$ cat config.mk
export PLATFORM = sky130hd
export DESIGN_NAME = seg_scan_ctrl
export DESIGN_NICKNAME = d
export VERILOG_FILES = /design/src/rtl/seg_scan_pkg.sv /design/src/rtl/seven_segment.sv /design/src/rtl/seg_scan_ctrl.sv
export SDC_FILE = /design/constraint.sdc
export NUM_CORES = 1
export LEC_CHECK = 0
export BUFFER_PORTS_ARGS = -buffer_cell sky130_fd_sc_hd__buf_2
export CAP_MARGIN = 20
export CORE_ASPECT_RATIO = 0.8
export CORE_MARGIN = 2
export CORE_UTILIZATION = 30
export DETAILED_ROUTE_END_ITERATION = 7
export PLACE_DENSITY = 0.57
export SETUP_SLACK_MARGIN = 0.1
export SLEW_MARGIN = 20
export SYNTH_ARGS = -nofsm -noshare
export SYNTH_HDL_FRONTEND = slang
export SYNTH_SLANG_ARGS = --single-unit
$ cat constraint.sdc
create_clock -name clk -period 4.4 [get_ports clk]
set_input_delay 0.44 -clock clk [delete_from_list [all_inputs] [get_ports clk]]
set_output_delay 0.44 -clock clk [all_outputs]
set_load 0.03 [all_outputs]
$ cat src/rtl/seg_scan_pkg.sv
// Shared types for the multiplexed seven-segment scan controller.
// Holds the scan state encoding and the counter sizing helper.
package seg_scan_pkg;

    typedef enum logic [1:0] {
        ST_OFF   = 2'd0,
        ST_SHOW  = 2'd1,
        ST_GUARD = 2'd2
    } state_e;

    // Wide enough to hold the larger of the two dwell counts.
    function automatic int cnt_width(input int div, input int guard);
        int m;
        m = (div > guard) ? div : guard;
        return $clog2(m + 1);
    endfunction

endpackage

$ cat src/rtl/seven_segment.sv
// Hex nibble to seven-segment decoder, active-high segments.
// Bit order of seg_o is {g,f,e,d,c,b,a}.
module seven_segment (
    input  logic [3:0] hex_i,
    output logic [6:0] seg_o
);

    always_comb begin
        seg_o = 7'b0000000;
        unique case (hex_i)
            4'h0: seg_o = 7'b0111111;
            4'h1: seg_o = 7'b0000110;
            4'h2: seg_o = 7'b1011011;
            4'h3: seg_o = 7'b1001111;
            4'h4: seg_o = 7'b1100110;
            4'h5: seg_o = 7'b1101101;
            4'h6: seg_o = 7'b1111101;
            4'h7: seg_o = 7'b0000111;
            4'h8: seg_o = 7'b1111111;
            4'h9: seg_o = 7'b1101111;
            4'hA: seg_o = 7'b1110111;
            4'hB: seg_o = 7'b1111100;
            4'hC: seg_o = 7'b0111001;
            4'hD: seg_o = 7'b1011110;
            4'hE: seg_o = 7'b1111001;
            4'hF: seg_o = 7'b1110001;
        endcase
    end

endmodule

$ cat src/rtl/seg_scan_ctrl.sv
// Time-multiplexed scan controller for a bank of hex seven-segment digits,
// with double-buffered value, guard gaps and leading-zero suppression.
module seg_scan_ctrl
    import seg_scan_pkg::*;
#(
    parameter int          NUM_DIGITS  = 4,
    parameter int          REFRESH_DIV = 50000,
    parameter int          GUARD_CYC   = 8,
    parameter logic [6:0]  BLANK_PAT   = 7'b0000000
) (
    input  logic                    clk,
    input  logic                    rst_n,
    input  logic                    enable,
    input  logic                    load,
    input  logic [4*NUM_DIGITS-1:0] value,
    input  logic                    lz_en,
    output logic [6:0]              seg,
    output logic [NUM_DIGITS-1:0]   dig_sel,
    output logic                    frame_done
);

    localparam int IW = $clog2(NUM_DIGITS);
    localparam int CW = cnt_width(REFRESH_DIV, GUARD_CYC);

    localparam logic [CW-1:0] SHOW_LAST  = CW'(REFRESH_DIV - 1);
    localparam logic [CW-1:0] GUARD_LAST = CW'(GUARD_CYC - 1);
    localparam logic [IW-1:0] IDX_LAST   = IW'(NUM_DIGITS - 1);

    typedef logic [NUM_DIGITS-1:0][3:0] nibs_t;

    state_e          state_q, state_d;
    logic [IW-1:0]   idx_q, idx_d;
    logic [CW-1:0]   cnt_q, cnt_d;
    nibs_t           active_q, active_d;
    nibs_t           pending_q, pending_d;
    logic            pend_vld_q, pend_vld_d;
    logic            boundary;

    logic [6:0]            seg_q, seg_d;
    logic [NUM_DIGITS-1:0] dig_q, dig_d;
    logic                  fd_q, fd_d;

    logic [3:0] nib;
    logic [6:0] dec_seg;
    logic       blank;
    logic       hi_zero;

    always_comb begin
        state_d  = state_q;
        idx_d    = idx_q;
        cnt_d    = cnt_q;
        boundary = 1'b0;
        if (!enable) begin
            state_d = ST_OFF;
            idx_d   = '0;
            cnt_d   = '0;
        end else begin
            unique case (state_q)
                ST_OFF: begin
                    state_d  = ST_SHOW;
                    idx_d    = '0;
                    cnt_d    = '0;
                    boundary = 1'b1;
                end
                ST_SHOW: begin
                    if (cnt_q == SHOW_LAST) begin
                        state_d = ST_GUARD;
                        cnt_d   = '0;
                    end else begin
                        cnt_d = cnt_q + 1'b1;
                    end
                end
                ST_GUARD: begin
                    if (cnt_q == GUARD_LAST) begin
                        state_d = ST_SHOW;
                        cnt_d   = '0;
                        if (idx_q == IDX_LAST) begin
                            idx_d    = '0;
                            boundary = 1'b1;
                        end else begin
                            idx_d = idx_q + 1'b1;
                        end
                    end else begin
                        cnt_d = cnt_q + 1'b1;
                    end
                end
                default: begin
                    state_d = ST_OFF;
                    idx_d   = '0;
                    cnt_d   = '0;
                end
            endcase
        end
    end

    // A load landing on the boundary goes straight to the live buffer.
    always_comb begin
        active_d   = active_q;
        pending_d  = pending_q;
        pend_vld_d = pend_vld_q;
        if (boundary) begin
            if (load) begin
                active_d = value;
            end else if (pend_vld_q) begin
                active_d = pending_q;
            end
            pend_vld_d = 1'b0;
        end else if (load) begin
            pending_d  = value;
            pend_vld_d = 1'b1;
        end
    end

    assign nib = active_q[idx_q];

    seven_segment u_dec (
        .hex_i (nib),
        .seg_o (dec_seg)
    );

    always_comb begin
        hi_zero = lz_en;
        blank   = 1'b0;
        for (int k = NUM_DIGITS - 1; k >= 0; k--) begin
            if (active_q[k] != 4'h0) hi_zero = 1'b0;
            if (IW'(k) == idx_q) blank = hi_zero;
        end
        if (idx_q == '0) blank = 1'b0;
    end

    always_comb begin
        seg_d = BLANK_PAT;
        dig_d = '0;
        fd_d  = 1'b0;
        if (state_q == ST_SHOW) begin
            dig_d = NUM_DIGITS'(1) << idx_q;
            seg_d = blank ? BLANK_PAT : dec_seg;
            fd_d  = (idx_q == '0) && (cnt_q == '0);
        end
    end

    always_ff @(posedge clk or negedge rst_n) begin
        if (!rst_n) begin
            state_q    <= ST_OFF;
            idx_q      <= '0;
            cnt_q      <= '0;
            active_q   <= '0;
            pending_q  <= '0;
            pend_vld_q <= 1'b0;
            seg_q      <= BLANK_PAT;
            dig_q      <= '0;
            fd_q       <= 1'b0;
        end else begin
            state_q    <= state_d;
            idx_q      <= idx_d;
            cnt_q      <= cnt_d;
            active_q   <= active_d;
            pending_q  <= pending_d;
            pend_vld_q <= pend_vld_d;
            seg_q      <= seg_d;
            dig_q      <= dig_d;
            fd_q       <= fd_d;
        end
    end

    assign seg        = seg_q;
    assign dig_sel    = dig_q;
    assign frame_done = fd_q;

endmodule

== Word level (Yosys, flattened, before mapping) ==
Memory sizes are Yosys's and may differ from the RTL's.
Cells that the tools add are included.
W data, S select, Z words.

* Equal/unequal tests: 11
* Add/subtract/negate cells: 2
* Multiplexer cells: 33
* Magnitude comparators: 1
* Reductions and logical operators: 13
* Bitwise gates (word level): 1
* Shift operators: 1

{| class="wikitable"
|+ Operators by type and width
! cell !! count
|-
| $mux W16 || 5
|-
| $pmux W16 S2 || 1
|-
| $add A16 B1 Y16 const B || 1
|-
| $eq A16 B16 Y1 const B || 1
|-
| $eq A16 B3 Y1 const B || 1
|-
| $logic_not A16 Y1 || 1
|-
| $mux W7 || 2
|-
| $mux W1 || 13
|-
| $mux W2 || 6
|-
| $reduce_bool A4 Y1 || 3
|-
| $bmux W4 S2 || 1
|-
| $mux W4 || 2
|-
| $reduce_and A2 Y1 || 4
|-
| $ne A3 B3 Y1 const B || 2
|-
| $pmux W2 S3 || 1
|-
| $eq A2 B2 Y1 const A || 2
|-
| $eq A2 B2 Y1 const B || 2
|-
| $logic_not A2 Y1 || 2
|-
| $pmux W2 S2 || 1
|-
| $reduce_bool A2 Y1 || 2
|-
| $shl A1 B2 Y4 const A || 1
|-
| $lt A2 B3 Y1 const B || 1
|-
| $add A2 B1 Y2 const B || 1
|-
| $eq A1 B2 Y1 const A || 1
|-
| other kinds (5) || 5
|}

* Memory bits (read-only): 112
* Output and inout port bits: 12
* Logic and storage cells: 78
* Memories: 1
* Register bits: 65

{| class="wikitable"
|+ Memories
! name !! depth !! bits a word !! read ports !! clocked after Yosys merged registers in !! wr ports !! RTL line !! source
|-
| (no name shown) || 16 || 7 || 1 || 0 || 0 || seven_segment.sv:10 || <nowiki>unique case (hex_i)</nowiki>
|}

== Depth between registers and ports, before layout ==
* Depth in word-level cells: 8
* Gate-level depth with buffers: 8
* Mapped depth without buffers: 7

== Hierarchy ==
A second synthesis with hierarchy kept.

* Cells, all modules: 325
* Area total of the unflattened synthesis: 3479.6 um2

{| class="wikitable"
|+ Modules (own cells, without submodules)
! module !! cells each !! times used !! seq. area each (um2) !! area an instance (um2)
|-
| seg_scan_ctrl || 292 || 1 || 1626.6 || 3191.8
|-
| seven_segment || 33 || 1 || 0.0 || 287.8
|}

== Worst setup path before layout ==
No wires, ideal clock.

* Kind: register to register
* From: register cnt_q[0]
* To: register active_q[3] in the netlist's numbering
* Cell stages (with the launch flop): 8
* Path slack: 2159 ps
* Path buffers: 1
* Arrival: 2116 ps
* Setup time: 125 ps
* Path through: dfrtp_1 ha_1 nor4bb_1 nand4_1 o21ba_2 nor3_4 buf_6 mux2_2

* Cells in the longest elaborated chain, start to end: 5

{| class="wikitable"
|+ RTL lines
! item !! RTL line !! source
|-
| start: declaration || seg_scan_ctrl.sv:33 || <nowiki>logic [CW-1:0] cnt_q, cnt_d;</nowiki>
|-
| start signal: assignment || seg_scan_ctrl.sv:156 || <nowiki>cnt_q <= cnt_d;</nowiki>
|-
| $eq A16 B3 Y1 || seg_scan_ctrl.sv:74 || <nowiki>if (cnt_q == GUARD_LAST) begin</nowiki>
|-
| $mux W1 || seg_scan_ctrl.sv:74 ||
|-
| $pmux W1 S2 || seg_scan_ctrl.sv:58 || <nowiki>unique case (state_q)</nowiki>
|-
| $mux W1 || seg_scan_ctrl.sv:53 || <nowiki>if (!enable) begin</nowiki>
|-
| $reduce_and A2 Y1 (no line) || -- ||
|-
| end signal: assignment || seg_scan_ctrl.sv:157 || <nowiki>active_q <= active_d;</nowiki>
|-
| end: declaration || seg_scan_ctrl.sv:34 || <nowiki>nibs_t active_q, active_d;</nowiki>
|}

No other way between the ends.
A chain may end at the register's enable or synchronous reset.

== Worst setup path after layout ==
* From: register idx_q[0]
* To: register seg_q[3] (netlist: seg[3])

* Cells in the longest elaborated chain, start to end: 7
* Elaborated cells on any way between the ends: 13

{| class="wikitable"
|+ RTL lines
! item !! RTL line !! source
|-
| start: declaration || seg_scan_ctrl.sv:32 || <nowiki>logic [IW-1:0] idx_q, idx_d;</nowiki>
|-
| start signal: assignment || seg_scan_ctrl.sv:155 || <nowiki>idx_q <= idx_d;</nowiki>
|-
| branches (longest 5 deep; another with $mem_v2 Z16 W7) || -- ||
|-
| $mux W7 * || seg_scan_ctrl.sv:137 || <nowiki>seg_d = blank ? BLANK_PAT : dec_seg;</nowiki>
|-
| $mux W7 * || seg_scan_ctrl.sv:135 || <nowiki>if (state_q == ST_SHOW) begin</nowiki>
|-
| net seg_d[3] || seg_scan_ctrl.sv:39 || <nowiki>logic [6:0] seg_q, seg_d;</nowiki>
|-
| end signal: assignment || seg_scan_ctrl.sv:160 || <nowiki>seg_q <= seg_d;</nowiki>
|-
| end: declaration || seg_scan_ctrl.sv:39 ||
|}

Mark *: on every way through the listed nets, which the timed path passes. The select of a mux whose other input is x is not followed.

==> flow_summary.ini <==
[layout]
fillers = 1107
drive_above_1_share_pct = 20.1
fin_nets = 402
synthToLayoutAreaGrowth_pct = 16.6
multi_input_area_sq_um = 1610
seq_area_sq_um = 1630
antennaDiodeCount = 0

[global_route]
grt_first_pass_wirelength_mm = 12.4
grt.overflow.total = 0
grt.total_usage_pct = 12.8
antenna_found_initial = 0
grt_pass1_vias = 2497
grt_start_max_net_pins = 42

[placed_design]
gp_congestion = 0.814
io_buffers = 32
pre_cts_ws_ps = 1730
dpl.hpwl_mm = 5.04

[critical_path]
required_ps = 4650
crit_arrival_ps = 2930
path_delay_family = multiplexers
worstPathCellList = mux2_2 > mux2i_1 > mux4_2 > nor2_1
cp-start-kind = flop
crit_path_top_delay_cell = mux2i_1
critPathMaxFanout = 15
path_buf_inv = 0
crit_path_max_incr_delay_ps = 740
worstSetupEndpointType = flop
crit_type = reg -> reg

[route]
vias = 2442
drt-pass1-iter-count = 4
wire_per_inst_microns = 13.6
wirelength_mm = 6.99
drtAntennaViolNets = 0
viasPerCell = 4.76
drc = 0
drtIter0Drc = 171

[synth]
ys.flop_type = dfrtp_1
netlist_area_sq_um = 3400
synth_cell_type_count = 44
yosysTopAreaCell = dfrtp_1
synth.top_cell.area_share_pct = 47.8
seq_area_frac_synth_pct = 47.8
syn_inst = 330
synthArstFlopShare_pct = 100
yosysWarnings = 0
synth-edff-count = 0
ys_seq_elements = 65
ys_top_cells_by_area = dfrtp_1, ha_1, mux2_2, o2bb2ai_1, nand2_1
syn_nets = 368
syn_avg_cell_area_sq_um = 10.3

[timing]
worst_pin_slew_ps = 978
hold_viol = 0
timing.final.crit_share_pct = 60.9
setup_viol = 0
fin_crit_ps = 2680
drv_slew = 0
fin_hold_ws_ps = 252
final.setup.tns_ps = 0
timing.slew.headroom_pct = 33.0
rsz0062_at_grt = no
clock_skew_ps = 4.85
setup_ws_ps = 1720
fmax_mhz = 373

[floorplanning]
core_area_sq_um = 11000
rows = 34
die_y_microns = 99.2
dieArea_sq_um = 12200
ios = 33
start_util_pct = 31.0
die_w_microns = 123

[clock_tree]
cts_resized = 0
clkLatencyLatePin_ps = 320
cts-root-buf = clkbuf_16
cts_tree = yes
cts_buffers = 9
ctsHoldBuffers = 0
clock_path_buffers = 2
h-tree-depth = 3
cts.sinks = 65
post_cts.repair.setup_buffers = 0
path_clk_slew_ps = 50

[pwr]
power.static_leakage_nw = 1.76
powerDensity_nw_per_um2 = 570
total_power_mw = 2.26
irDropWorstVdd_mv = 0.194

[hold_path]
hold_path.class = in -> async

[run]
drv_cap = 0

[run_status]
status = completed
cell usage in the layout, fill, tap and decap left out, types with 2 or more instances in the layout:
cell / netlist / final
a221oi_1: 2 / 2
mux2_2: 16 / 16
mux2_1: 5 / 5
a21oi_1: 5 / 5
nor4_1: 4 / 4
nor3_1: 3 / 3
clkinvlp_4: 0 / 2
mux2i_1: 4 / 4
clkbuf_16: 0 / 9
a211oi_1: 2 / 2
xor2_1: 8 / 8
o22ai_1: 3 / 3
o2bb2ai_1: 16 / 16
xnor2_1: 8 / 8
nor2_1: 33 / 32
a31oi_1: 2 / 2
nor4_2: 2 / 2
nand4_1: 4 / 4
ha_1: 17 / 17
dfrtp_1: 65 / 65
mux4_2: 3 / 3
inv_1: 32 / 32
and2_1: 5 / 5
buf_2: 4 / 32
nand3_1: 8 / 8
o21ai_0: 20 / 20
clkinv_2: 0 / 4
nand2_1: 34 / 34
or4_1: 3 / 3
final timing paths:
check | from | end | slack, ps | depth (start not counted)
max | idx_q[0]$_DFFE_PN0P_ | seg[3]$_DFF_PN0_ | 1720 | 4
min | rst_n | pending_q[3]$_DFFE_PN0P_ | 250 | 1
max reg2reg | idx_q[0]$_DFFE_PN0P_ | seg[3]$_DFF_PN0_ | 1720 | 4
min reg2reg | pending_q[14]$_DFFE_PN0P_ | pending_q[14]$_DFFE_PN0P_ | 480 | 1
max in group asynchronous | rst_n | cnt_q[1]$_DFF_PN0_ | 3280 | 2
min in group clk | value[14] | pending_q[14]$_DFFE_PN0P_ | 380 | 3
where the power goes:
group,internal [mW],switching [mW],total (mW)
logic,0.314,0.435,0.749
clock network,0.376,0.253,0.629
registers,0.767,0.113,0.880
total,1.46,0.800,2.26
metal layers:
metal | up-vias | track usage, % | part of all wire [%]
met5 | - | 0 | 0
met4 | 0 | 5.42 | 1.7
met2 | 39 | 18.6 | 44
li1 | 1213 | - | -
met1 | 1179 | 18.0 | 50
met3 | 11 | 3.10 | 3.8
synthesized netlist by cell type, drive strengths merged (3+ instances only):
cell and number:
a21oi 5, and2 5, buf 5, clkbuf 5, dfrtp 65, ha 17
inv 32, mux2 21, mux2i 4, mux4 3, nand2 34, nand3 8
nand4 4, nor2 33, nor3 4, nor4 6, o21ai 22, o22ai 3
o2bb2ai 16, or4 3, xnor2 8, xor2 8
layout make-up:
| type | count | share of cell area [%] |
|---|---|---|
| clock buffer | 10 | 5.78 |
| timing repair buffer | 33 | 4.23 |
| tap | 144 | 4.55 |
| multi-input combinational | 223 | 40.5 |
| inverter | 32 | 3.03 |
| clock inverter | 6 | 0.884 |
| sequential | 65 | 41.0 |
per-stage QoR:
step / area, sq um / instances / utilization [%]
6_report: 3960 / 513 / 36.1
4_1_cts: 3960 / 513 / 36.1
3_5_place_dp: 3700 / 497 / 33.7
5_1_grt: 3960 / 513 / 36.1
2_1_floorplan: 3400 / 330 / -
3_3_place_gp: 3700 / 497 / 33.7
flip-flops by register name, indices dropped and copies added (netlist names):
signal      count
active_q       16
cnt_q          16
dig_sel         4
frame_done      1
idx_q           2
pend_vld_q      1
pending_q      16
seg             7
state_q         2
kinds of logic after synthesis:
| kind of cell | after synthesis | synth area share, % |
|---|---|---|
| AO/OA/AOI/OAI | 60 | 12.3 |
| flip-flops | 65 | 47.8 |
| adder cells (fa/ha/maj) | 17 | 6.26 |
| AND/OR/NAND/NOR | 102 | 14.4 |
| multiplexers | 28 | 10.1 |
| buffers and inverters | 42 | 5.01 |
| XOR/XNOR | 16 | 4.12 |
No activity file was read; power rests on OpenSTA's default activity.
